### config.mk
export PLATFORM = sky130hd
export DESIGN_NAME = pixel_scan_ctrl_flat
export DESIGN_NICKNAME = d
export VERILOG_FILES = /design/src/rtl/pixel_scan_pkg.sv /design/src/rtl/pixel_scan_ctrl_if.sv /design/src/rtl/pixel_coord_counter.sv /design/src/rtl/pixel_scan_ctrl.sv /design/src/flat_wrapper.sv
export SDC_FILE = /design/constraint.sdc
export NUM_CORES = 1
export LEC_CHECK = 0
export CELL_PAD_IN_SITES_DETAIL_PLACEMENT = 0
export CELL_PAD_IN_SITES_GLOBAL_PLACEMENT = 1
export CORE_AREA = 2 2 99 101
export CTS_CLUSTER_DIAMETER = 100
export DETAILED_ROUTE_END_ITERATION = 8
export DIE_AREA = 0 0 101 103
export PLACE_DENSITY_LB_ADDON = 0.25
export SYNTH_ARGS = -nofsm -noshare
export SYNTH_HDL_FRONTEND = slang
export SYNTH_SLANG_ARGS = --single-unit
### constraint.sdc
create_clock -name clk -period 5.7 [get_ports clk]
set_input_delay 0.855 -clock clk [delete_from_list [all_inputs] [get_ports clk]]
set_output_delay 0.855 -clock clk [all_outputs]
set_load 0.02 [all_outputs]
### src/rtl/pixel_scan_pkg.sv
// Shared types and default screen geometry for the pixel scan controller.
package pixel_scan_pkg;

  typedef enum logic [1:0] {
    ST_IDLE  = 2'd0,
    ST_LATCH = 2'd1,
    ST_SCAN  = 2'd2,
    ST_DONE  = 2'd3
  } state_e;

  localparam int DEF_SCREEN_WIDTH  = 640;
  localparam int DEF_SCREEN_HEIGHT = 480;

endpackage

### src/rtl/pixel_scan_ctrl_if.sv
// Pixel coordinate stream between the scan controller and the downstream queue.
// Handshake: a coordinate transfers in a cycle where pixel_valid=1 and
// full_queue=0; while full_queue=1 the producer holds pixel_x/pixel_y stable.
interface pixel_scan_ctrl_if #(
  parameter int PIXEL_DATA_WIDTH = 10
);
  logic [PIXEL_DATA_WIDTH-1:0] pixel_x;
  logic [PIXEL_DATA_WIDTH-1:0] pixel_y;
  logic                        pixel_valid;
  logic                        full_queue;

  modport master (output pixel_x, output pixel_y, output pixel_valid, input full_queue);
  modport slave  (input pixel_x, input pixel_y, input pixel_valid, output full_queue);
endinterface

### src/rtl/pixel_coord_counter.sv
// Raster x/y counter: x runs 0..W-1, then y steps; the last pixel wraps to (0,0).
module pixel_coord_counter #(
  parameter int PIXEL_DATA_WIDTH = 10,
  parameter int SCREEN_WIDTH     = 640,
  parameter int SCREEN_HEIGHT    = 480
) (
  input  logic                        clk,
  input  logic                        reset,
  input  logic                        clear,
  input  logic                        advance,
  output logic [PIXEL_DATA_WIDTH-1:0] x,
  output logic [PIXEL_DATA_WIDTH-1:0] y,
  output logic                        last
);
  localparam logic [PIXEL_DATA_WIDTH-1:0] X_MAX = PIXEL_DATA_WIDTH'(SCREEN_WIDTH - 1);
  localparam logic [PIXEL_DATA_WIDTH-1:0] Y_MAX = PIXEL_DATA_WIDTH'(SCREEN_HEIGHT - 1);

  logic [PIXEL_DATA_WIDTH-1:0] r_x;
  logic [PIXEL_DATA_WIDTH-1:0] r_y;
  logic                        w_x_end;

  assign w_x_end = (r_x == X_MAX);
  assign last    = w_x_end && (r_y == Y_MAX);
  assign x       = r_x;
  assign y       = r_y;

  // Step the raster position on each accepted pixel; clear restarts the frame.
  always_ff @(posedge clk) begin
    if (reset || clear) begin
      r_x <= '0;
      r_y <= '0;
    end else if (advance) begin
      if (!w_x_end) begin
        r_x <= r_x + 1'b1;
      end else begin
        r_x <= '0;
        r_y <= last ? '0 : r_y + 1'b1;
      end
    end
  end
endmodule

### src/rtl/pixel_scan_ctrl.sv
// Frame scan controller: latches zoom/pan once per frame, then walks every
// screen coordinate through a valid/full_queue stream.
// Optional macro PIXEL_SCAN_AUTO_RESTART_EN: DONE loops straight back to LATCH
// for continuous frames instead of waiting in IDLE for start.
module pixel_scan_ctrl
  import pixel_scan_pkg::*;
#(
  parameter int PIXEL_DATA_WIDTH  = 10,
  parameter int ENGINE_DATA_WIDTH = 25,
  parameter int SCREEN_WIDTH      = DEF_SCREEN_WIDTH,
  parameter int SCREEN_HEIGHT     = DEF_SCREEN_HEIGHT
) (
  input  logic                                clk,
  input  logic                                reset,
  input  logic                                start,
  input  logic [2:0]                          zoom_in,
  input  logic signed [ENGINE_DATA_WIDTH-1:0] x_offset_in,
  input  logic signed [ENGINE_DATA_WIDTH-1:0] y_offset_in,
  pixel_scan_ctrl_if.master                   pix,
  output logic [2:0]                          zoom,
  output logic signed [ENGINE_DATA_WIDTH-1:0] x_offset,
  output logic signed [ENGINE_DATA_WIDTH-1:0] y_offset,
  output logic                                busy,
  output logic                                frame_done,
  output state_e                              o_dbg_state
);
  state_e                              r_state;
  state_e                              w_next;
  logic                                w_accept;
  logic                                w_last;
  logic [PIXEL_DATA_WIDTH-1:0]         w_x;
  logic [PIXEL_DATA_WIDTH-1:0]         w_y;
  logic [2:0]                          r_zoom;
  logic signed [ENGINE_DATA_WIDTH-1:0] r_x_offset;
  logic signed [ENGINE_DATA_WIDTH-1:0] r_y_offset;

  assign w_accept = (r_state == ST_SCAN) && !pix.full_queue;

  pixel_coord_counter #(
    .PIXEL_DATA_WIDTH(PIXEL_DATA_WIDTH),
    .SCREEN_WIDTH    (SCREEN_WIDTH),
    .SCREEN_HEIGHT   (SCREEN_HEIGHT)
  ) u_coord (
    .clk    (clk),
    .reset  (reset),
    .clear  (r_state == ST_LATCH),
    .advance(w_accept),
    .x      (w_x),
    .y      (w_y),
    .last   (w_last)
  );

  // State register; reset wins over every other input.
  always_ff @(posedge clk) begin
    if (reset) r_state <= ST_IDLE;
    else       r_state <= w_next;
  end

  // Next-state logic; start only matters while idle.
  always_comb begin
    w_next = r_state;
    case (r_state)
      ST_IDLE:  if (start) w_next = ST_LATCH;
      ST_LATCH: w_next = ST_SCAN;
      ST_SCAN:  if (w_accept && w_last) w_next = ST_DONE;
`ifdef PIXEL_SCAN_AUTO_RESTART_EN
      ST_DONE:  w_next = ST_LATCH;
`else
      ST_DONE:  w_next = ST_IDLE;
`endif
      default:  w_next = ST_IDLE;
    endcase
  end

  // Frame parameters are captured only in LATCH and held for the whole frame.
  always_ff @(posedge clk) begin
    if (reset) begin
      r_zoom     <= '0;
      r_x_offset <= '0;
      r_y_offset <= '0;
    end else if (r_state == ST_LATCH) begin
      r_zoom     <= zoom_in;
      r_x_offset <= x_offset_in;
      r_y_offset <= y_offset_in;
    end
  end

  assign pix.pixel_x     = w_x;
  assign pix.pixel_y     = w_y;
  assign pix.pixel_valid = (r_state == ST_SCAN);
  assign zoom            = r_zoom;
  assign x_offset        = r_x_offset;
  assign y_offset        = r_y_offset;
  assign busy            = (r_state != ST_IDLE);
  assign frame_done      = (r_state == ST_DONE);
  assign o_dbg_state     = r_state;
endmodule

### src/flat_wrapper.sv
// flat-port wrapper written by rule: the top's interface ports become plain ports
module pixel_scan_ctrl_flat import pixel_scan_pkg::*;
#(
  parameter int PIXEL_DATA_WIDTH  = 10,
  parameter int ENGINE_DATA_WIDTH = 25,
  parameter int SCREEN_WIDTH      = DEF_SCREEN_WIDTH,
  parameter int SCREEN_HEIGHT     = DEF_SCREEN_HEIGHT
)
  (clk, reset, start, zoom_in, x_offset_in, y_offset_in, zoom, x_offset, y_offset, busy, frame_done, o_dbg_state, pix_pixel_x, pix_pixel_y, pix_pixel_valid, pix_full_queue);
  pixel_scan_ctrl_if #(.PIXEL_DATA_WIDTH(PIXEL_DATA_WIDTH)) pix_i ();
  input  logic clk;
  input  logic reset;
  input  logic start;
  input  logic [2:0] zoom_in;
  input  logic signed [ENGINE_DATA_WIDTH-1:0] x_offset_in;
  input  logic signed [ENGINE_DATA_WIDTH-1:0] y_offset_in;
  output logic [2:0] zoom;
  output logic signed [ENGINE_DATA_WIDTH-1:0] x_offset;
  output logic signed [ENGINE_DATA_WIDTH-1:0] y_offset;
  output logic busy;
  output logic frame_done;
  output state_e o_dbg_state;
  output wire logic [$bits(pix_i.pixel_x)-1:0] pix_pixel_x;
  output wire logic [$bits(pix_i.pixel_y)-1:0] pix_pixel_y;
  output wire logic [$bits(pix_i.pixel_valid)-1:0] pix_pixel_valid;
  input wire logic [$bits(pix_i.full_queue)-1:0] pix_full_queue;
  assign pix_pixel_x = pix_i.pixel_x;
  assign pix_pixel_y = pix_i.pixel_y;
  assign pix_pixel_valid = pix_i.pixel_valid;
  assign pix_i.full_queue = pix_full_queue;
  pixel_scan_ctrl #(.PIXEL_DATA_WIDTH(PIXEL_DATA_WIDTH), .ENGINE_DATA_WIDTH(ENGINE_DATA_WIDTH), .SCREEN_WIDTH(SCREEN_WIDTH), .SCREEN_HEIGHT(SCREEN_HEIGHT)) u_core (.clk(clk), .reset(reset), .start(start), .zoom_in(zoom_in), .x_offset_in(x_offset_in), .y_offset_in(y_offset_in), .pix(pix_i), .zoom(zoom), .x_offset(x_offset), .y_offset(y_offset), .busy(busy), .frame_done(frame_done), .o_dbg_state(o_dbg_state));
endmodule
==> impl_metrics.py, run 1 <==
metrics = {
    "outcome": {
        "run_status": "finished, final reports clean",
    },
    "run": {
        "max_cap_violations": 0,
    },
    "final_layout": {
        "area_growth_syn_to_layout_pct": 53.6,
        "stdcell_count": 556,
        "nets": 500,
        "fillers": 931,
        "antenna_cells": 0,
        "drive_gt1_frac": 0.0566,
    },
    "die": {
        "core_um2": 9460,
        "start_util": 0.319,
        "rows": 36,
        "ios": 135,
        "dieArea_um2": 10400,
        "die_x_um": 101,
        "dieHeight_um": 103,
    },
    "timing": {
        "fmax_mhz": 370,
        "fin_crit_sh": 0.475,
        "finalHoldViolCount": 0,
        "finalSetupViolCount": 0,
        "min_period_ns": 2.71,
        "fin_skew_ns": 0.0144,
        "relSlewSlack": 0.339,
        "fin_tns_setup_ns": 0,
        "rsz0062_at_grt": "false",
        "slew_viol_final": 0,
        "worst_pin_slew_ns": 0.991,
    },
    "route": {
        "drt_iter0_drc": 76,
        "wl_per_cell_um": 14.0,
        "via_per_inst": 4.71,
        "drt_wl_total_um": 7780,
        "ant_nets": 0,
        "drc": 0,
        "firstDrtPassIters": 4,
        "vias": 2618,
    },
    "clock_network": {
        "numCtsBuffers": 9,
        "cts_setup_buffers": 0,
        "clock-root-buffer": "clkbuf_8",
        "cts_resized": 0,
        "path_clk_slew_ns": 0.08,
        "insertion_delay_ns": 0.35,
        "hold_buffers": 0,
        "h-tree-depth": 3,
        "tritoncts": "done",
        "cts.sinks": 75,
        "clock_path_buffers": 2,
    },
    "global_route": {
        "antenna_found_initial": 0,
        "first_global_vias": 2498,
        "grt-ovfl-total": 0,
        "grtUsageTotal": 0.147,
        "grt_pass1_wl_um": 11900,
        "grt_max_degree": 59,
    },
    "place": {
        "port-buffer-count": 134,
        "dp_cells": 540,
        "dpl.hpwl_um": 5410,
        "gp_congestion": 0.780,
    },
    "worst_setup_path": {
        "reg2reg_depth": 6,
        "r2r_setup_slack_ns": 3.38,
        "cp.required_ns": 4.85,
        "start_kind": "flip-flop",
        "cp.arrival_ns": 1.85,
        "worstSetupStartpoint": "u_core.o_dbg_state[0]$_SDFFE_PP0P_",
        "timing.rr.end": "u_core.u_coord.y[6]$_SDFFE_PP0P_",
        "cp-end-kind": "primary output",
        "worst-path-max-fanout": 8,
        "worstSetupPathType": "reg -> out",
        "r2r_start": "u_core.o_dbg_state[0]$_SDFFE_PP0P_",
    },
    "worst_hold_path": {
        "hold_class": "reg -> reg",
        "hold_start": "u_core.x_offset[17]$_SDFFE_PP0P_",
        "whs_path_depth": 2,
        "min_to": "u_core.x_offset[17]$_SDFFE_PP0P_",
    },
    "pwr": {
        "p_switching_mw": 0.580,
        "ir_drop_mv": 0.202,
        "intPower_mw": 1.10,
        "p_clk_frac": 0.214,
        "pwr_density_cell_nw_per_um2": 362,
        "p_leak_nw": 1.69,
        "pwr-share-seq": 0.393,
        "combPwrFrac": 0.393,
        "p_sw_frac": 0.346,
    },
    "synth": {
        "syn-num-nets": 368,
        "synth_top_area_share": 0.498,
        "synthFlopType": "dfxtp_1",
        "syn_area_um2": 3010,
        "synth_edf_count": 0,
        "ys.warnings.count": 0,
        "netlist_top_cells_area": "dfxtp_1, mux2i_1, nor2_1",
        "netlist-cell-type-count": 36,
        "netlist_instances": 305,
        "yosysSeqAreaShare": 0.498,
        "avgSynthCellArea_um2": 9.88,
        "ys_async_sr_fraction": 0,
        "synth_top_area_cell": "dfxtp_1",
        "synth-seq-cells": 75,
    },
}
-- layout make-up --
cell class	count	area, µm²	area share
clock buffers	9	124	0.0268
clock inverters	7	45.0	0.00973
inverters	3	11.3	0.00243
multi-input cells	213	1460	0.315
flip-flops and latches	75	1500	0.324
well taps	114	143	0.0308
repair buffers	135	1340	0.290
-- synthesized netlist by cell type, types with 2 or more instances --
cell      instances
nor3b_1           2
nand3_1           9
buf_1             6
and4b_1           2
nand2b_1          3
clkbuf_1          8
nand2_1          12
nor2_1           69
o21ai_0           3
mux2i_1          54
xor2_1            6
ha_1              6
nand4_1           5
or3_1             2
nor2b_1           2
nor4_1            3
or2_2             2
xnor2_1           5
dfxtp_1          75
inv_1             3
and4_1            3
or4_1             3
a21oi_1           8
nor3_1            2
-- critical path, stage by stage (launching register included) --
cell	delay, ns
dfxtp_1	0.37
inv_1	0.13
ha_1	0.33
clkdlybuf4s50_1	0.66
-- kinds of logic after synthesis --
group | share of synthesized area
xor+xnor | 0.0320
fa+ha+maj | 0.0249
compound gates | 0.0378
flops | 0.498
buf+inv | 0.0212
simple gates | 0.206
mux | 0.179
-- cell usage in the layout, fill, tap and decap left out, types with 5 or more instances in the layout --
| master | count |
|---|---|
| clkdlybuf4s50_1 | 133 |
| nand4_1 | 5 |
| xor2_1 | 6 |
| dfxtp_1 | 75 |
| mux2i_1 | 54 |
| clkbuf_8 | 9 |
| ha_1 | 5 |
| a21oi_1 | 8 |
| xnor2_1 | 5 |
| nor2_1 | 69 |
| nand2_1 | 12 |
| nand3_1 | 9 |
-- state kept, by name, indices dropped and copies added (netlist names) --
name                cells
u_core.y_offset        25
u_core.zoom             3
u_core.x_offset        25
u_core.u_coord.x       10
u_core.o_dbg_state      2
u_core.u_coord.y       10
-- how the worst max path moves through the flow --
| stage | to | slack (ns) | cells after the start |
|---|---|---|---|
| 4_1_cts | pix_pixel_valid | 2.98 | 3 |
| 5_1_grt | pix_pixel_valid | 2.91 | 3 |
| 2_1_floorplan | u_core.o_dbg_state[0]$_SDFFE_PP0P_ | 3.47 | 5 |
| 3_5_place_dp | u_core.u_coord.y[6]$_SDFFE_PP0P_ | 2.89 | 5 |
| 6_report | pix_pixel_valid | 2.99 | 3 |
| 3_3_place_gp | u_core.u_coord.y[6]$_SDFFE_PP0P_ | 2.92 | 5 |
-- power by group through the flow --
stage               registers, mW  logic [mW]  clock network, mW
finish                      0.660       0.659              0.358
global route                0.670       0.710              0.395
CTS                         0.661       0.670              0.375
detailed placement          0.670       0.666                  0
global placement            0.668       0.664                  0
floorplan                   0.773       0.278                  0
-- metal layers --
| metal | track usage | vias to the layer above | share of wire | wire length, µm |
|---|---|---|---|---|
| met4 | 0.0655 | 0 | 0.016 | 128 |
| li1 | - | 1320 | - | - |
| met5 | 0 | - | 0 | 0 |
| met2 | 0.228 | 87 | 0.45 | 3460 |
| met3 | 0.0631 | 9 | 0.097 | 751 |
| met1 | 0.179 | 1202 | 0.44 | 3440 |
-- through the flow --
stage	utilization	hold slack [ns]	instance area [µm²]	power [mW]	setup WS, ns
final	0.489	0.496	4630	1.68	2.99
after global routing	0.489	0.524	4630	1.78	2.91
after CTS	0.489	0.506	4630	1.71	2.98
after detailed placement	0.471	0.483	4460	1.34	2.89
after global placement	0.471	0.471	4460	1.33	2.92
after floorplan	-	0.553	3010	1.05	3.47
Note: power is estimated with default switching activity, not from simulation.
==> inputs of run 2 (changes only) <==
--- a/config.mk
+++ b/config.mk
@@ -7,10 +7,10 @@
 export LEC_CHECK = 0
 export CELL_PAD_IN_SITES_DETAIL_PLACEMENT = 0
 export CELL_PAD_IN_SITES_GLOBAL_PLACEMENT = 1
-export CORE_AREA = 2 2 99 101
+export CORE_AREA = 2 2 109 111
 export CTS_CLUSTER_DIAMETER = 100
 export DETAILED_ROUTE_END_ITERATION = 8
-export DIE_AREA = 0 0 101 103
+export DIE_AREA = 0 0 111 113
 export PLACE_DENSITY_LB_ADDON = 0.25
 export SYNTH_ARGS = -nofsm -noshare
 export SYNTH_HDL_FRONTEND = slang
==> constraint.sdc (replaced) <==
create_clock -name clk -period 2.3 [get_ports clk]
set_input_delay 0.345 -clock clk [delete_from_list [all_inputs] [get_ports clk]]
set_output_delay 0.345 -clock clk [all_outputs]
set_load 0.02 [all_outputs]
==> run 2 against run 1 <==
- final area increased by 6.1%
- power increased to 2.9 times the previous value
- via count increased by 1.6%
- combinational power increased to 2.5 times the previous value
- critical path type unchanged
==> impl_metrics.py, run 2 (synthesized netlist as in run 1, its figures left out) <==
metrics = {
    "timing": {
        "fin_crit_sh": 0.955,
        "worst_pin_slew_ns": 0.458,
        "min_period_ns": 2.20,
        "fin_tns_setup_ns": 0,
        "finalHoldViolCount": 0,
        "fin_skew_ns": 0.00646,
        "relSlewSlack": 0.695,
        "finalSetupViolCount": 0,
        "slew_viol_final": 0,
        "fmax_mhz": 455,
        "rsz0062_at_grt": "false",
        "fin_worst_hold_slack_ns": 0.442,
    },
    "final_layout": {
        "post-route-util": 0.436,
        "final_cell_mix": "clkdlybuf4s50_1, dfxtp_1, nor2_1",
        "layout_commonest_cell": "clkdlybuf4s50_1",
        "drive_gt1_frac": 0.0773,
        "stdcell_count": 596,
        "fillers": 1091,
        "area_growth_syn_to_layout_pct": 63.0,
        "nets": 511,
        "antenna_cells": 0,
    },
    "die": {
        "dieArea_um2": 12500,
        "core_um2": 11300,
        "ios": 135,
        "start_util": 0.267,
        "rows": 39,
        "die_x_um": 111,
        "dieHeight_um": 113,
    },
    "worst_setup_path": {
        "r2r_setup_slack_ns": 0.29,
        "cp-end-kind": "primary output",
        "cp-endpoint": "pix_pixel_valid",
        "cp.required_ns": 1.96,
        "cp.arrival_ns": 1.85,
        "r2r_start": "u_core.o_dbg_state[0]$_SDFFE_PP0P_",
        "worstSetupStartpoint": "u_core.o_dbg_state[0]$_SDFFE_PP0P_",
        "worst-path-max-fanout": 5,
        "timing.rr.end": "u_core.u_coord.y[9]$_SDFFE_PP0P_",
        "worstSetupPathType": "reg -> out",
        "reg2reg_depth": 7,
        "start_kind": "flip-flop",
    },
    "route": {
        "drt_wl_total_um": 8050,
        "dr.max_layer_used": "met4",
        "wl_per_cell_um": 13.5,
        "drt_iter0_drc": 46,
        "ant_nets": 0,
        "route.met3.wl_um": 860,
        "vias": 2660,
        "routedLengthMet1_um": 3420,
        "drc": 0,
        "via_per_inst": 4.46,
        "wl_met2_um": 3640,
        "firstDrtPassIters": 4,
    },
    "outcome": {
        "run_status": "finished, final reports clean",
    },
    "clock_network": {
        "cts_resized": 0,
        "clock_path_buffers": 2,
        "clock-root-buffer": "clkbuf_16",
        "cts_setup_buffers": 0,
        "path_clk_slew_ns": 0.06,
        "insertion_delay_ns": 0.33,
        "h-tree-depth": 3,
        "hold_buffers": 0,
        "numCtsBuffers": 9,
        "tritoncts": "done",
        "cts.sinks": 75,
    },
    "place": {
        "port-buffer-count": 134,
        "dpl.hpwl_um": 5850,
        "gp_congestion": 0.845,
        "dp_cells": 580,
    },
    "global_route": {
        "grt_pass1_wl_um": 13100,
        "grt_max_degree": 54,
        "first_global_vias": 2649,
        "grt-ovfl-total": 0,
        "grtUsageTotal": 0.129,
        "antenna_found_initial": 0,
    },
    "pwr": {
        "pwr_density_cell_nw_per_um2": 977,
        "ir_drop_mv": 0.368,
        "p_leak_nw": 1.81,
    },
    "run": {
        "max_cap_violations": 0,
    },
    "worst_hold_path": {
        "hold_class": "in -> reg",
    },
}
-- run 2: cell count changes in the layout (fill, tap and decap cells not counted), sizes merged --
cell / previous run / this run
buf: 2 / 13
clkinv: 6 / 3
bufinv: 0 / 2
clkbuf: 9 / 10
-- run 2: worst min path at each step --
stage	slack [ns]	startpoint	cells past startpoint	end
final	0.44	reset	2	u_core.y_offset[13]$_SDFFE_PP0P_
after CTS	0.45	reset	2	u_core.x_offset[13]$_SDFFE_PP0P_
after global routing	0.47	reset	2	u_core.y_offset[13]$_SDFFE_PP0P_
after floorplan	0.49	y_offset_in[12]	2	u_core.y_offset[12]$_SDFFE_PP0P_
after detailed placement	0.48	u_core.x_offset[21]$_SDFFE_PP0P_	2	u_core.x_offset[21]$_SDFFE_PP0P_
after global placement	0.47	u_core.y_offset[13]$_SDFFE_PP0P_	2	u_core.y_offset[13]$_SDFFE_PP0P_
-- run 2: critical path, stage by stage (launching register included) --
cell             delay, ns
dfxtp_1               0.44
inv_1                 0.12
ha_1                  0.26
buf_4                 0.16
clkdlybuf4s50_1       0.53
-- run 2: area by class of cell --
cell class / instances / area, µm² / area share
multi-input cells: 213 / 1460 / 0.297
inverters: 3 / 11.3 / 0.00229
repair buffers: 146 / 1440 / 0.293
clock buffers: 10 / 229 / 0.0466
flip-flops and latches: 75 / 1500 / 0.306
clock inverters: 6 / 90.1 / 0.0183
well taps: 143 / 179 / 0.0364
-- run 2: per-stage QoR --
step / total power, mW / setup slack, ns / cell area [µm²]
2_1_floorplan: 2.60 / 0.0725 / 3010
3_3_place_gp: 3.33 / 0.159 / 4590
3_5_place_dp: 3.35 / 0.111 / 4590
4_1_cts: 4.88 / 0.0559 / 4910
5_1_grt: 5.06 / 0.00000666 / 4910
6_report: 4.80 / 0.103 / 4910
-- run 2: metal layers --
metal,GRT usage,vias to the layer above
met2,0.198,90
li1,-,1336
met3,0.0653,11
met5,0,-
met4,0.0608,0
met1,0.152,1223
-- run 2: where the power goes --
part | switching (mW) | internal [mW] | leakage [nW]
Clock | 0.556 | 0.952 | 0.153
Combinational | 0.818 | 0.835 | 1.05
Sequential | 0.121 | 1.52 | 0.611
Total | 1.49 | 3.30 | 1.81
